### src/rtl/c64_bus_pkg.sv
`default_nettype none
// ============================================================================
// Module      : c64_bus_pkg
// Description : Shared types and memory-map constants for the C64 bus side.
// Revision    : 1.0 - initial release
// ============================================================================
package c64_bus_pkg;

    typedef enum logic [2:0] {
        REG_RAM    = 3'd0,
        REG_BASIC  = 3'd1,
        REG_KERNAL = 3'd2,
        REG_CHAR   = 3'd3,
        REG_IO     = 3'd4
    } region_t;

    typedef enum logic [1:0] {
        ST_IDLE = 2'd0,
        ST_WAIT = 2'd1,
        ST_DONE = 2'd2
    } state_t;

    localparam logic [15:0] c_basic_base  = 16'hA000;
    localparam logic [15:0] c_basic_end   = 16'hC000;
    localparam logic [15:0] c_io_base     = 16'hD000;
    localparam logic [15:0] c_kernal_base = 16'hE000;

endpackage
`default_nettype wire

### src/rtl/c64_bus_responder_if.sv
`default_nettype none
// ============================================================================
// Module      : c64_bus_responder_if
// Description : CPU, external-memory and I/O signals of the bus responder.
// Revision    : 1.0 - initial release
// ============================================================================
interface c64_bus_responder_if;
    logic [15:0] ab;
    logic        we;
    logic [7:0]  dout;
    logic [2:0]  po;
    logic        ext_rdy;
    logic [7:0]  din;
    logic        rdy;
    logic        mem_req;
    logic        mem_we;
    logic [1:0]  mem_sel;
    logic [15:0] mem_addr;
    logic [7:0]  mem_wdata;
    logic        mem_ack;
    logic [7:0]  mem_rdata;
    logic        io_cs;
    logic        io_we;
    logic [11:0] io_addr;
    logic [7:0]  io_wdata;
    logic [7:0]  io_rdata;

    modport slave (
        input  ab, we, dout, po, ext_rdy, mem_ack, mem_rdata, io_rdata,
        output din, rdy, mem_req, mem_we, mem_sel, mem_addr, mem_wdata,
               io_cs, io_we, io_addr, io_wdata
    );

    modport master (
        output ab, we, dout, po, ext_rdy, mem_ack, mem_rdata, io_rdata,
        input  din, rdy, mem_req, mem_we, mem_sel, mem_addr, mem_wdata,
               io_cs, io_we, io_addr, io_wdata
    );
endinterface
`default_nettype wire

### src/rtl/c64_pla_decode.sv
`default_nettype none
// ============================================================================
// Module      : c64_pla_decode
// Description : Combinational C64 memory-map decode from address and banking.
// Revision    : 1.0 - initial release
// ============================================================================
module c64_pla_decode
    import c64_bus_pkg::*;
(
    input  logic [15:0] i_ab,
    input  logic [2:0]  i_po,
    input  logic        i_we,
    output region_t     o_region,
    output logic [1:0]  o_mem_sel
);

    logic    w_loram;
    logic    w_hiram;
    logic    w_charen;
    region_t w_map;

    assign w_loram  = i_po[0];
    assign w_hiram  = i_po[1];
    assign w_charen = i_po[2];

    always_comb begin
        w_map = REG_RAM;
        if (i_ab >= c_basic_base && i_ab < c_basic_end) begin
            if (w_loram && w_hiram) w_map = REG_BASIC;
        end else if (i_ab >= c_io_base && i_ab < c_kernal_base) begin
            if (w_loram || w_hiram) w_map = w_charen ? REG_IO : REG_CHAR;
        end else if (i_ab >= c_kernal_base) begin
            if (w_hiram) w_map = REG_KERNAL;
        end
    end

    // ROM is write-through to the RAM underneath it
    always_comb begin
        o_region = w_map;
        if (i_we && (w_map == REG_BASIC || w_map == REG_KERNAL || w_map == REG_CHAR))
            o_region = REG_RAM;
        case (o_region)
            REG_BASIC:  o_mem_sel = 2'd1;
            REG_KERNAL: o_mem_sel = 2'd2;
            REG_CHAR:   o_mem_sel = 2'd3;
            default:    o_mem_sel = 2'd0;
        endcase
    end

endmodule
`default_nettype wire

### src/rtl/c64_bus_responder.sv
`default_nettype none
// ============================================================================
// Module      : c64_bus_responder
// Description : CPU bus target: decode, memory-port FSM with RDY stall, I/O.
// Revision    : 1.0 - initial release
// ============================================================================
module c64_bus_responder
    import c64_bus_pkg::*;
(
    input  logic                  clk,
    input  logic                  reset_n,
    c64_bus_responder_if.slave    bus
);

    region_t    w_region;
    logic [1:0] w_mem_sel;
    logic       w_is_io;
    state_t     r_state;
    state_t     w_state_next;
    logic [7:0] r_latch;
    logic       w_load;
    logic       w_mem_req;
    logic       w_rdy;
    logic       w_io_we;
    logic [7:0] w_din;

    c64_pla_decode u_decode (
        .i_ab      (bus.ab),
        .i_po      (bus.po),
        .i_we      (bus.we),
        .o_region  (w_region),
        .o_mem_sel (w_mem_sel)
    );

    assign w_is_io = (w_region == REG_IO);

    always_ff @(posedge clk) begin
        if (!reset_n) begin
            r_state <= ST_IDLE;
            r_latch <= 8'h00;
        end else begin
            r_state <= w_state_next;
            if (w_load) r_latch <= bus.mem_rdata;
        end
    end

    always_comb begin
        w_state_next = r_state;
        w_load       = 1'b0;
        w_mem_req    = 1'b0;
        w_rdy        = 1'b0;
        w_io_we      = 1'b0;
        w_din        = r_latch;
        case (r_state)
            ST_IDLE: begin
                if (w_is_io) begin
                    w_rdy   = bus.ext_rdy;
                    w_din   = bus.io_rdata;
                    w_io_we = bus.we & bus.ext_rdy;
                end else begin
                    w_mem_req = 1'b1;
                    if (bus.mem_ack) begin
                        w_load       = 1'b1;
                        w_state_next = ST_DONE;
                    end else begin
                        w_state_next = ST_WAIT;
                    end
                end
            end
            ST_WAIT: begin
                w_mem_req = 1'b1;
                if (bus.mem_ack) begin
                    w_load       = 1'b1;
                    w_state_next = ST_DONE;
                end
            end
            ST_DONE: begin
                w_rdy = bus.ext_rdy;
                if (bus.ext_rdy) w_state_next = ST_IDLE;
            end
            default: w_state_next = ST_IDLE;
        endcase
        // Reset cycle kills any strobe regardless of state
        if (!reset_n) begin
            w_mem_req = 1'b0;
            w_rdy     = 1'b0;
            w_io_we   = 1'b0;
        end
    end

    assign bus.din       = w_din;
    assign bus.rdy       = w_rdy;
    assign bus.mem_req   = w_mem_req;
    assign bus.mem_we    = bus.we;
    assign bus.mem_sel   = w_mem_sel;
    assign bus.mem_addr  = bus.ab;
    assign bus.mem_wdata = bus.dout;
    assign bus.io_cs     = w_is_io;
    assign bus.io_we     = w_io_we;
    assign bus.io_addr   = bus.ab[11:0];
    assign bus.io_wdata  = bus.dout;

endmodule
`default_nettype wire

### src/flat_wrapper.sv
// flat-port wrapper written by rule: the top's interface ports become plain ports
module c64_bus_responder_flat import c64_bus_pkg::*;
  (clk, reset_n, bus_ab, bus_we, bus_dout, bus_po, bus_ext_rdy, bus_mem_ack, bus_mem_rdata, bus_io_rdata, bus_din, bus_rdy, bus_mem_req, bus_mem_we, bus_mem_sel, bus_mem_addr, bus_mem_wdata, bus_io_cs, bus_io_we, bus_io_addr, bus_io_wdata);
  c64_bus_responder_if bus_i ();
  input  logic clk;
  input  logic reset_n;
  input wire logic [$bits(bus_i.ab)-1:0] bus_ab;
  input wire logic [$bits(bus_i.we)-1:0] bus_we;
  input wire logic [$bits(bus_i.dout)-1:0] bus_dout;
  input wire logic [$bits(bus_i.po)-1:0] bus_po;
  input wire logic [$bits(bus_i.ext_rdy)-1:0] bus_ext_rdy;
  input wire logic [$bits(bus_i.mem_ack)-1:0] bus_mem_ack;
  input wire logic [$bits(bus_i.mem_rdata)-1:0] bus_mem_rdata;
  input wire logic [$bits(bus_i.io_rdata)-1:0] bus_io_rdata;
  output wire logic [$bits(bus_i.din)-1:0] bus_din;
  output wire logic [$bits(bus_i.rdy)-1:0] bus_rdy;
  output wire logic [$bits(bus_i.mem_req)-1:0] bus_mem_req;
  output wire logic [$bits(bus_i.mem_we)-1:0] bus_mem_we;
  output wire logic [$bits(bus_i.mem_sel)-1:0] bus_mem_sel;
  output wire logic [$bits(bus_i.mem_addr)-1:0] bus_mem_addr;
  output wire logic [$bits(bus_i.mem_wdata)-1:0] bus_mem_wdata;
  output wire logic [$bits(bus_i.io_cs)-1:0] bus_io_cs;
  output wire logic [$bits(bus_i.io_we)-1:0] bus_io_we;
  output wire logic [$bits(bus_i.io_addr)-1:0] bus_io_addr;
  output wire logic [$bits(bus_i.io_wdata)-1:0] bus_io_wdata;
  assign bus_i.ab = bus_ab;
  assign bus_i.we = bus_we;
  assign bus_i.dout = bus_dout;
  assign bus_i.po = bus_po;
  assign bus_i.ext_rdy = bus_ext_rdy;
  assign bus_i.mem_ack = bus_mem_ack;
  assign bus_i.mem_rdata = bus_mem_rdata;
  assign bus_i.io_rdata = bus_io_rdata;
  assign bus_din = bus_i.din;
  assign bus_rdy = bus_i.rdy;
  assign bus_mem_req = bus_i.mem_req;
  assign bus_mem_we = bus_i.mem_we;
  assign bus_mem_sel = bus_i.mem_sel;
  assign bus_mem_addr = bus_i.mem_addr;
  assign bus_mem_wdata = bus_i.mem_wdata;
  assign bus_io_cs = bus_i.io_cs;
  assign bus_io_we = bus_i.io_we;
  assign bus_io_addr = bus_i.io_addr;
  assign bus_io_wdata = bus_i.io_wdata;
  c64_bus_responder u_core (.clk(clk), .reset_n(reset_n), .bus(bus_i));
endmodule
### config.mk
export PLATFORM = sky130hd
export DESIGN_NAME = c64_bus_responder_flat
export DESIGN_NICKNAME = d
export VERILOG_FILES = /design/src/rtl/c64_bus_pkg.sv /design/src/rtl/c64_bus_responder_if.sv /design/src/rtl/c64_pla_decode.sv /design/src/rtl/c64_bus_responder.sv /design/src/flat_wrapper.sv
export SDC_FILE = /design/constraint.sdc
export NUM_CORES = 1
export LEC_CHECK = 0
export ABC_AREA = 0
export ABC_CLOCK_PERIOD_IN_PS = 1850
export BUFFER_PORTS_ARGS = -buffer_cell sky130_fd_sc_hd__buf_2
export CAP_MARGIN = 20
export CELL_PAD_IN_SITES_DETAIL_PLACEMENT = 1
export CELL_PAD_IN_SITES_GLOBAL_PLACEMENT = 1
export CORE_MARGIN = 1
export CORE_UTILIZATION = 20
export CTS_BUF_LIST = sky130_fd_sc_hd__clkbuf_8
export DETAILED_ROUTE_END_ITERATION = 12
export PLACE_DENSITY_LB_ADDON = 0.1
export SLEW_MARGIN = 20
export SYNTH_ARGS = -nofsm -noshare
export SYNTH_HDL_FRONTEND = slang
export SYNTH_SLANG_ARGS = --single-unit
### constraint.sdc
create_clock -name clk -period 1.85 [get_ports clk]
set_input_delay 0.37 -clock clk [delete_from_list [all_inputs] [get_ports clk]]
set_output_delay 0.37 -clock clk [all_outputs]
set_load 0.05 [all_outputs]
After elaboration in Yosys (flattened, before gate mapping)
Index checks and enable logic that the tools add are counted.
- flip-flop bits (word level): 10
- bits of input ports: 48
- output and inout bits: 59
- $lt $le $gt $ge: 5
- equal/unequal tests: 12
- muxes and demuxes: 28
- bitwise operators: 1
- reductions and logical operators: 9
- operators with widths (cell ; count):
    16-bit greater-or-equal comparator (second input constant) ; 3
    16-bit less-than comparator (second input constant) ; 2
    8-bit 2-to-1 mux ; 2
    3-bit 2-to-1 mux ; 5
    3-bit by 2-bit == test with 1-bit output (second input constant) ; 4
    2-bit 2-to-1 mux ; 6
    2-bit case mux with 3 select lines ; 2
    1-bit 2-to-1 mux ; 10
    3-bit by 1-bit == test with 1-bit output (second input constant) ; 2
    2-bit != test (second input constant) ; 3
    1-bit case mux with 2 select lines ; 3
    1-bit logical AND ; 4
    3-bit == test (second input constant) ; 1
    1-bit logical OR ; 3
    3-bit AND reduction ; 1
    2-bit by 1-bit == test with 1-bit output (second input constant) ; 1
    2-bit == test (second input constant) ; 1
    2-bit logical NOT ; 1
    1-bit bitwise AND ; 1

Depth between registers and ports, before layout
Gate-level depths: netlist (run 1).
- depth in word-level cells: 13
- mapped depth: 4

By module
From an unflattened synthesis (run 1), not the netlist that was laid out.
- cells, all modules: 116
- area total of the unflattened synthesis: 974.7 sq um
- modules (own cells, without submodules) (module ; times used ; cells each ; area each (sq um) ; sequential area each (sq um)):
    c64_bus_responder ; 1 ; 103 ; 890.9 ; 200.2
    c64_pla_decode ; 1 ; 13 ; 83.8 ; 0.0

Least setup slack after synthesis (run 1)
OpenSTA, ideal clock, no wires.
- path kind: in2out
- start: input bus_ab[13]
- end: output bus_rdy
- data arrival time: 2315 ps
- data required time: 1480 ps
- slack: -835 ps
- stages on the path: 3
- path buffers: 0
- path through: nand4b_4 nor3b_1 o21a_1
- word-level cells in the longest chain between the ends: 13
- elaborated cells on any way between the ends: 21
- classes of those cells: 5 x order compare; 4 x eq/ne; 7 x mux; 5 x reduce/logical
- RTL lines (what ; line ; RTL):
    start: declaration ; flat_wrapper.sv:7 ; input wire logic [$bits(bus_i.ab)-1:0] bus_ab;
    16-bit greater-or-equal comparator, or another cell as far along ; c64_pla_decode.sv:32 ; end else if (i_ab >= c_kernal_base) begin
    2-bit 2-to-1 mux / 1-bit logical AND (equally long branches) ; c64_pla_decode.sv:32, c64_pla_decode.sv:30 ;
    3-bit 2-to-1 mux ; c64_pla_decode.sv:30 ; end else if (i_ab >= c_io_base && i_ab < c_kernal_base) begin
    3-bit 2-to-1 mux * ; c64_pla_decode.sv:28 ; if (i_ab >= c_basic_base && i_ab < c_basic_end) begin
    3-bit by 1-bit == test with 1-bit output / 3-bit by 2-bit == test with 1-bit output (equally long branches) ; c64_pla_decode.sv:40 ; if (i_we && (w_map == REG_BASIC || w_map == REG_KERNAL || w_map == REG_CHAR))
    1-bit logical OR (2 in a row) ; c64_pla_decode.sv:40 ;
    1-bit logical AND ; c64_pla_decode.sv:40 ;
    3-bit 2-to-1 mux * ; c64_pla_decode.sv:40 ;
    3-bit == test * ; c64_bus_responder.sv:35 ; assign w_is_io = (w_region == REG_IO);
    via bus_io_cs ; flat_wrapper.sv:22 ; output wire logic [$bits(bus_i.io_cs)-1:0] bus_io_cs;
    1-bit 2-to-1 mux * ; c64_bus_responder.sv:56 ; if (w_is_io) begin
    1-bit case mux with 2 select lines * ; c64_bus_responder.sv:54 ; case (r_state)
    1-bit 2-to-1 mux * ; c64_bus_responder.sv:84 ; if (!reset_n) begin
    end: declaration ; flat_wrapper.sv:16 ; output wire logic [$bits(bus_i.rdy)-1:0] bus_rdy;
Mark *: on every way through the listed nets, which the timed path passes. The rest lies on a longest branch.

Worst setup path after layout (run 1)
- start: input bus_ab[13]
- end: output bus_din[6]
- word-level cells in the longest chain between the ends: 12
- elaborated cells on any way between the ends: 20
- classes of those cells: 5 x order compare; 4 x eq/ne; 6 x mux; 5 x reduce/logical
- RTL lines (what ; line ; RTL):
    16-bit greater-or-equal comparator, or another cell as far along ; c64_pla_decode.sv:32 ;
    2-bit 2-to-1 mux / 1-bit logical AND (equally long branches) ; c64_pla_decode.sv:32, c64_pla_decode.sv:30 ;
    3-bit 2-to-1 mux ; c64_pla_decode.sv:30 ;
    3-bit 2-to-1 mux * ; c64_pla_decode.sv:28 ;
    3-bit by 1-bit == test with 1-bit output / 3-bit by 2-bit == test with 1-bit output (equally long branches) ; c64_pla_decode.sv:40 ;
    1-bit logical OR (2 in a row) ; c64_pla_decode.sv:40 ;
    1-bit logical AND ; c64_pla_decode.sv:40 ;
    3-bit 2-to-1 mux * ; c64_pla_decode.sv:40 ;
    3-bit == test * ; c64_bus_responder.sv:35 ;
    8-bit 2-to-1 mux * ; c64_bus_responder.sv:56 ;
    8-bit 2-to-1 mux * ; c64_bus_responder.sv:54 ;
    end: declaration ; flat_wrapper.sv:15 ; output wire logic [$bits(bus_i.din)-1:0] bus_din;
Mark *: on every way between the ends. The rest lies on a longest branch, timed or not.

==> results.py, run 1 <==
metrics = {
    "logic_synthesis": {
        "synth-seq-cells": 10,
        "syn-num-nets": 162,
        "synthCells": 114,
        "synthMuxAreaShare_pct": 17.8,
        "synthAdderAreaFrac_pct": 0,
        "synth_top_family_by_area": "buffers and inverters",
        "ys_types": 23,
        "avgSynthCellArea_sq_um": 8.39,
        "syn_area_sq_um": 956,
        "synth_xor_area_share_pct": 0,
        "synth_simple_gate_area_share_pct": 20.2,
        "synth-compound-area-share_pct": 4.06,
        "synth_seq_area_share_pct": 20.9,
        "yosysWarnings": 0,
    },
    "flow_run": {
        "max_cap_violations": 0,
    },
    "status": {
        "outcome": "finished with violations",
        "violations": "DRC, setup timing",
    },
    "global_route": {
        "grt_pass1_vias": 833,
        "overflow": 0,
        "track_usage_pct": 9.48,
        "grt_max_degree": 17,
        "antenna_found_initial": 0,
        "grt_pass1_wl_mm": 3.82,
    },
    "power_and_ir_drop": {
        "intPower_w": 0.000489,
        "p_clk_share_pct": 30.4,
        "power.density_nw_per_um2": 596,
        "swShare_pct": 33.7,
        "ir_drop_mv": 0.222,
        "p_comb_share_pct": 36.9,
        "power_leakage_nw": 0.569,
        "p_sw_w": 0.000248,
        "pwr-share-seq_pct": 32.6,
    },
    "worst_setup_path": {
        "r2r_start": "u_core.r_state[0]",
        "crit_path_max_fanout": 8,
        "worstPathRequired_ns": 1.48,
        "cp.arrival_ns": 1.63,
        "crit_path_end_kind": "output pin",
        "crit_start": "bus_ab[13]",
        "critical_path_class": "in2out",
        "startpoint_type": "input pin",
    },
    "drt": {
        "vias": 758,
        "ant_nets": 0,
        "vias_per_cell": 4.23,
        "drt_wl_total_mm": 2.36,
        "drt_pass1_iterations": 8,
        "drc": 8,
        "wl_per_cell_um": 13.2,
        "drt_iter0_markers": 31,
    },
    "clocking": {
        "root_buffer": "clkbuf_8",
        "cts.sinks": 10,
        "clk_pin_slew_ns": 0.05,
        "cts-htree-levels": 1,
        "clk_path_buf_depth": 2,
        "cts_tree": "built",
        "holdBufCountCts": 0,
        "numCtsBuffers": 3,
        "insertion_delay_ns": 0.23,
    },
    "layout": {
        "multi_input_area_sq_um": 507,
        "nFillCells": 526,
        "final_area_sq_um": 1240,
        "area_growth_pct": 29.5,
        "nNetsFinal": 177,
        "final_cells": 179,
        "drive_gt1_share_pct": 63.8,
        "antenna_cells": 0,
        "final-seq-area_sq_um": 200,
    },
    "die": {
        "die_w_um": 71.1,
        "ios": 107,
        "start_util_pct": 21.4,
        "die_h_um": 71.1,
        "die_area_sq_um": 5060,
        "row_count": 24,
        "core_sq_um": 4470,
    },
    "timing": {
        "fmax_mhz": 500,
        "clock_skew_ns": 0.00252,
        "rsz0062_at_grt": "true",
        "relSlewSlack_pct": 79.7,
        "tightest_slew_ns": 0.305,
        "min_period_ns": 2.00,
        "setup_viol": 9,
        "layout_setup_ws_ns": -0.150,
        "drv_slew": 0,
        "hold_violations": 0,
        "fin_crit_sh_pct": 108,
    },
    "worst_hold_path": {
        "worst_hold_path_type": "in2reg",
        "worstHoldStart": "bus_mem_ack",
    },
    "placed_design": {
        "place_congestion": 0.715,
        "dp_cells": 175,
        "placed_cell_area_sq_um": 1080,
        "dpl.hpwl_mm": 1.84,
        "io_buffers": 46,
    },
}
[cell usage after synthesis]
cell type	number	share of area [%]
a211oi_1	1	0.79
a21oi_1	1	0.52
and3b_2	1	1.0
buf_2	1	0.52
buf_4	45	35
clkbuf_1	2	0.79
dfxtp_1	10	21
inv_1	1	0.39
mux2_2	8	9.4
mux2i_1	8	8.4
nand2_1	18	7.1
nand2b_1	1	0.65
nand3_1	2	1.0
nand4_1	1	0.65
nand4b_4	1	2.5
nor2_1	3	1.2
nor3_1	3	1.6
nor3b_1	1	0.79
nor4_1	1	0.65
nor4_4	1	2.2
o21a_1	2	1.6
o311a_2	1	1.2
or3_2	1	0.79
[power groups by stage]
stage	registers, W	clock network [W]	logic, W
after global routing	0.000243	0.000247	0.000290
after detailed placement	0.000245	0	0.000243
final	0.000241	0.000225	0.000273
after global placement	0.000245	0	0.000241
after floorplan	0.000242	0	0.000402
after CTS	0.000241	0.000236	0.000270
[worst max-delay path, cell delays in order]
cell      delay [ns]
buf_6           0.09
nand4b_4        0.19
nor4_4          0.32
buf_12          0.18
mux2_4          0.31
buf_8           0.15
[routing by layer]
metal	vias to the layer above	track usage, %	wire, um
met5	-	0	0
li1	360	-	-
met2	52	16.2	1180
met4	0	4.67	19
met3	7	2.71	211
met1	339	10.8	948
[what timing repair did]
| item | in CTS | in global routing |
|---|---|---|
| pin swaps | 1 | 0 |
| setup endpoints to repair | 10 | 13 |
| gates resized for setup | 24 | 7 |
| setup buffers | 1 | 0 |
[cell type report]
cell class | instances | share of cell area, %
tap | 52 | 5.26
inverter | 1 | 0.303
clock buffer | 3 | 3.34
multi-input combinational | 55 | 41.0
timing repair buffer | 58 | 34.0
sequential | 10 | 16.2
[sequential cells by signal, summed over array words and instances, names as in the netlist]
name,count
u_core.r_state,2
u_core.r_latch,8
[cells by family after synthesis]
family	count (synthesis)
flip-flops	10
buffers and inverters	49
multiplexers	16
AND/OR/NAND/NOR	34
AO/OA/AOI/OAI	5
[final timing paths]
check / slack, ns / cells after the start / end
max reg2reg: 0.45 / 4 / u_core.r_state[1]
min: 0.33 / 2 / u_core.r_state[0]
max: -0.15 / 6 / bus_din[6]
min reg2reg: 0.45 / 2 / u_core.r_latch[7]
[layout by cell type, fill, tap and decap left out]
master,instances
nor4_4,2
o21a_1,2
o311a_2,1
a21oi_4,1
nand2b_4,1
nand3_1,2
clkbuf_8,3
inv_1,1
buf_12,1
buf_2,32
nor2_2,1
mux2_4,8
nand4b_4,1
or3_4,1
nor3_1,2
nor2_1,2
nor3_4,1
nor3b_4,1
nand4_1,1
a211oi_4,1
buf_6,12
nand2_1,18
buf_8,1
buf_4,11
clkbuf_4,1
and3b_2,1
mux2i_1,8
dfxtp_1,10
[per-stage QoR]
stage               utilization [%]  total power (W)  setup TNS (ns)  hold WS, ns  setup WS (ns)
floorplan                         -         0.000644          -0.860        0.434         -0.146
global placement               24.1         0.000486           -1.04        0.446         -0.126
detailed placement             24.1         0.000488           -1.01        0.454         -0.153
CTS                            27.0         0.000747           -1.29        0.320         -0.164
global route                   27.7         0.000779           -1.52        0.333         -0.190
finish                         27.7         0.000738           -1.17        0.328         -0.150
No activity file was read; power rests on OpenSTA's default activity.
==> inputs of run 2 (changes only) <==
Settings changed: SKIP_CTS_REPAIR_TIMING set to 1.
==> run 2 against run 1 <==
  * The run still ends with DRC, setup timing left
  * Critical endpoint is now bus_mem_sel[1]
  * Highest routed layer unchanged
  * Sequential share of layout area hardly changed
  * Critical path depth stayed put
  * Non-clock buffer count stayed put
  * Sequential power hardly changed
  * Final cell count stayed put
  * Clock power hardly changed
  * Die area stayed put
  * Total power is 0.40% lower
  * Wire length is 1.9% lower
  * Register-to-register slack hardly changed
  * Via count is 0.53% lower
  * Worst setup slack better by 0.012 ns
==> results.py, run 2 (synthesized netlist as in run 1, its figures left out) <==
metrics = {
    "drt": {
        "vias_per_cell": 4.21,
        "vias": 754,
        "drt_pass1_iterations": 8,
        "drc": 8,
        "drt_iter0_markers": 34,
        "wl_per_cell_um": 12.9,
        "ant_nets": 0,
        "drt_wl_total_mm": 2.31,
    },
    "clocking": {
        "cts_tree": "built",
        "numCtsBuffers": 3,
        "root_buffer": "clkbuf_8",
        "cts-htree-levels": 1,
        "cts.sinks": 10,
        "clk_path_buf_depth": 2,
        "clk_pin_slew_ns": 0.05,
        "insertion_delay_ns": 0.23,
    },
    "layout": {
        "final-seq-area_sq_um": 200,
        "final_common_cell": "buf_2",
        "nFillCells": 520,
        "utilization_pct": 27.6,
        "largest-register": "u_core.r_latch",
        "nNetsFinal": 177,
        "top_regs": "u_core.r_latch (8), u_core.r_state (2)",
        "final_cell_mix": "32 x buf_2, 18 x nand2_1, 13 x buf_4",
        "multi_input_area_sq_um": 507,
        "final_area_sq_um": 1230,
        "drive_gt1_share_pct": 63.8,
        "antenna_cells": 0,
        "area_growth_pct": 29.1,
        "largest_register_ff_count": 8,
    },
    "worst_setup_path": {
        "crit_start": "bus_ab[13]",
        "r2r_end": "u_core.r_state[1]",
        "r2r_start": "u_core.r_state[0]",
        "setup.worst_path.end": "bus_mem_sel[1]",
        "crit_path_max_fanout": 3,
        "crit_path_end_kind": "output pin",
        "worstPathRequired_ns": 1.48,
        "reg2reg_slack_ns": 0.45,
        "critical_path_class": "in2out",
        "cp.arrival_ns": 1.62,
        "startpoint_type": "input pin",
        "worstRegToRegCells": 4,
    },
    "global_route": {
        "overflow": 0,
        "antenna_found_initial": 0,
        "grt_pass1_vias": 800,
        "track_usage_pct": 9.18,
        "grt_pass1_wl_mm": 3.67,
        "grt_max_degree": 17,
    },
    "die": {
        "ios": 107,
        "die_area_sq_um": 5060,
        "core_sq_um": 4470,
        "die_h_um": 71.1,
        "start_util_pct": 21.4,
        "row_count": 24,
        "die_w_um": 71.1,
    },
    "timing": {
        "hold_violations": 0,
        "clock_skew_ns": 0.00266,
        "drv_slew": 0,
        "fmax_mhz": 503,
        "relSlewSlack_pct": 79.8,
        "fin_crit_sh_pct": 107,
        "rsz0062_at_grt": "true",
        "setup_viol": 10,
        "tightest_slew_ns": 0.302,
        "layout_setup_ws_ns": -0.139,
        "min_period_ns": 1.99,
        "final.setup.tns_ns": -1.20,
    },
    "flow_run": {
        "max_cap_violations": 0,
    },
    "status": {
        "violations": "DRC, setup timing",
        "outcome": "finished with violations",
    },
    "placed_design": {
        "io_buffers": 46,
        "place_congestion": 0.715,
        "placed_cell_area_sq_um": 1080,
        "dpl.hpwl_mm": 1.84,
    },
    "worst_hold_path": {
        "worst_hold_path_type": "in2reg",
    },
    "power_and_ir_drop": {
        "power.density_nw_per_um2": 596,
        "power_leakage_nw": 0.569,
        "ir_drop_mv": 0.220,
    },
}
run 2: cell count changes in the layout (fill, tap and decap cells not counted), sizes merged:
| cell | delta |
|---|---|
| buf | +1 |
| clkbuf | -1 |
run 2: area by class of cell:
| cell class | count | share of cell area (%) |
|---|---|---|
| well taps | 52 | 5.27 |
| flip-flops and latches | 10 | 16.2 |
| clock buffers | 3 | 3.35 |
| inverters | 1 | 0.304 |
| repair buffers | 58 | 33.8 |
| multi-input cells | 55 | 41.1 |
run 2: critical path: stages:
cell	delay, ns
buf_6	0.09
nand4b_4	0.18
buf_4	0.16
or3_4	0.41
a211oi_4	0.22
buf_6	0.18
run 2: through the flow:
stage,power [W],hold WS (ns),setup WS (ns),instances
3_3_place_gp,0.000486,0.446,-0.126,175
6_report,0.000735,0.329,-0.139,179
2_1_floorplan,0.000644,0.434,-0.146,114
5_1_grt,0.000778,0.333,-0.181,179
4_1_cts,0.000722,0.320,-0.223,178
3_5_place_dp,0.000488,0.454,-0.153,175
run 2: worst min path at each step:
| stage | startpoint | endpoint | slack, ns | cells past startpoint |
|---|---|---|---|---|
| 2_1_floorplan | u_core.r_latch[0] | u_core.r_latch[0] | 0.43 | 2 |
| 3_3_place_gp | u_core.r_latch[7] | u_core.r_latch[7] | 0.45 | 2 |
| 3_5_place_dp | u_core.r_latch[0] | u_core.r_latch[0] | 0.45 | 2 |
| 4_1_cts | bus_mem_ack | u_core.r_state[0] | 0.32 | 2 |
| 5_1_grt | bus_mem_ack | u_core.r_state[0] | 0.33 | 2 |
| 6_report | bus_mem_ack | u_core.r_state[0] | 0.33 | 2 |
run 2: routing by layer:
| metal | wire (um) | share of wire, % | track usage [%] |
|---|---|---|---|
| met1 | 957 | 41 | 10.6 |
| met2 | 1120 | 49 | 15.7 |
| met3 | 212 | 9.2 | 2.42 |
| met4 | 19 | 0.82 | 4.67 |
| met5 | 0 | 0 | 0 |
run 2: report_power, final:
| part | internal (W) | total [W] | switching, W |
|---|---|---|---|
| clock network | 0.000142 | 0.000223 | 0.0000808 |
| logic | 0.000115 | 0.000271 | 0.000156 |
| registers | 0.000231 | 0.000241 | 0.00000972 |
==> inputs of run 3 (changes only) <==
Settings changed: ABC_CLOCK_PERIOD_IN_PS 1850 to not set, PLACE_DENSITY set to 0.85, PLACE_DENSITY_LB_ADDON 0.1 to not set.
==> run 3 against run 2 <==
  * The flow still finishes with violations (DRC, setup timing)
  * Critical path depth did not move
  * Non-clock buffer count shrank 3
  * Clock power shrank 4%
  * Sequential share of layout area rose by 0.79 points
  * Combinational power fell by 3%
  * Die area is the same
  * Final cell count shrank 1.7%
  * Total power fell by 2.3%
  * Largest cell class unchanged
==> results.py, run 3 (synthesized netlist as in run 1, its figures left out) <==
metrics = {
    "die": {
        "ios": 107,
        "die_w_um": 71.1,
        "row_count": 24,
        "core_sq_um": 4470,
        "die_area_sq_um": 5060,
        "start_util_pct": 21.4,
        "die_h_um": 71.1,
    },
    "timing": {
        "drv_slew": 0,
        "fin_crit_sh_pct": 108,
        "setup_viol": 9,
        "tightest_slew_ns": 0.320,
        "layout_setup_ws_ns": -0.149,
        "hold_violations": 0,
        "min_period_ns": 2.00,
        "relSlewSlack_pct": 78.6,
        "fmax_mhz": 500,
        "final.setup.tns_ns": -1.13,
        "clock_skew_ns": 0.00266,
        "rsz0062_at_grt": "true",
    },
    "drt": {
        "drt_wl_total_mm": 2.30,
        "vias_per_cell": 4.30,
        "met1Wirelength_um": 731,
        "drt_pass1_iterations": 10,
        "wl_per_cell_um": 13.1,
        "drt_iter0_markers": 21,
        "drc": 4,
        "vias": 757,
        "ant_nets": 0,
        "top_layer": "met4",
        "dr_wl_met2_mm": 1.41,
        "wl_met3_um": 127,
    },
    "layout": {
        "largest_register_ff_count": 8,
        "largest-register": "u_core.r_latch",
        "final_cell_mix": "34 x buf_2, 18 x nand2_1, 10 x dfxtp_1",
        "area_growth_pct": 23.0,
        "nNetsFinal": 174,
        "final_common_cell": "buf_2",
        "drive_gt1_share_pct": 61.3,
        "final_cells": 176,
        "nFillCells": 525,
        "antenna_cells": 0,
        "top_regs": "u_core.r_latch (8), u_core.r_state (2)",
    },
    "global_route": {
        "track_usage_pct": 8.44,
        "grt_pass1_vias": 792,
        "grt_pass1_wl_mm": 3.33,
        "antenna_found_initial": 0,
        "grt_max_degree": 18,
        "overflow": 0,
    },
    "worst_setup_path": {
        "max_stage_delay_ns": 0.33,
        "slowest_stage": "nor4_4",
        "cp_cell_sequence": "buf_6 -> nand4b_4 -> nor4_4 -> buf_12 -> mux2_4 -> buf_6",
        "crit_path_max_fanout": 8,
        "reg2reg_slack_ns": 0.45,
        "cpMostUsedCell": "buf_6",
        "cp.arrival_ns": 1.63,
        "worstPathRequired_ns": 1.48,
        "r2r_start": "u_core.r_state[0]",
        "r2r_end": "u_core.r_state[1]",
        "worstRegToRegCells": 4,
        "startpoint_type": "input pin",
        "crit_path_end_kind": "output pin",
        "critical_path_class": "in2out",
    },
    "clocking": {
        "cts-htree-levels": 1,
        "cts.sinks": 10,
        "root_buffer": "clkbuf_8",
        "clk_pin_slew_ns": 0.04,
        "clk_path_buf_depth": 2,
        "numCtsBuffers": 3,
        "cts_tree": "built",
        "insertion_delay_ns": 0.23,
    },
    "power_and_ir_drop": {
        "power_leakage_nw": 0.548,
        "ir_drop_mv": 0.155,
        "power.density_nw_per_um2": 610,
        "total_power_w": 0.000718,
    },
    "status": {
        "outcome": "finished with violations",
        "violations": "DRC, setup timing",
    },
    "worst_hold_path": {
        "worstHoldStart": "bus_mem_ack",
        "min_to": "u_core.r_state[0]",
        "worst_hold_path_type": "in2reg",
        "min_path_cells": 2,
    },
    "placed_design": {
        "place_congestion": 0.756,
        "dp_cells": 172,
        "dpl.hpwl_mm": 1.88,
        "io_buffers": 46,
    },
    "flow_run": {
        "max_cap_violations": 0,
    },
}
[run 3: layout make-up]
type                       instances  area (sq um)  share of cell area (%)
sequential                        10           200                    17.0
timing repair buffer              55           382                    32.4
clock buffer                       3          41.3                    3.51
multi-input combinational         55           484                    41.2
tap                               52          65.1                    5.53
inverter                           1          3.75                   0.319
[run 3: critical path: cells and delay by family]
| family | cells | cell delay, ns |
|---|---|---|
| and+or+nand+nor | 2 | 0.52 |
| buffers and inverters | 3 | 0.43 |
| muxes | 1 | 0.31 |
[run 3: through the flow]
step	utilization (%)	setup WS (ns)	hold WS (ns)	cell area, sq um
after floorplan	-	-0.146	0.434	1040
after global placement	23.6	-0.112	0.443	1060
after detailed placement	23.6	-0.132	0.450	1060
after CTS	24.5	-0.231	0.314	1100
after global routing	26.3	-0.181	0.321	1180
final	26.3	-0.149	0.321	1180
[run 3: per-layer routing]
layer	track usage, %	vias to the layer above
li1	-	355
met1	7.02	372
met2	17.4	28
met3	3.42	2
met4	3.11	0
met5	0	-
[run 3: worst max-delay path by stage]
| stage | cells past startpoint | endpoint | from | slack (ns) |
|---|---|---|---|---|
| 5_1_grt | 6 | bus_din[5] | bus_ab[13] | -0.18 |
| 3_3_place_gp | 5 | bus_mem_sel[1] | bus_ab[13] | -0.11 |
| 6_report | 6 | bus_din[5] | bus_ab[13] | -0.15 |
| 4_1_cts | 5 | bus_din[0] | u_core.r_state[0] | -0.23 |
| 3_5_place_dp | 5 | bus_mem_sel[1] | bus_ab[13] | -0.13 |
| 2_1_floorplan | 3 | bus_io_we | reset_n | -0.15 |
[run 3: report_power, final]
group | switching (W) | internal (W)
Combinational | 0.000152 | 0.000110
Sequential | 0.00000948 | 0.000232
Clock | 0.0000728 | 0.000141
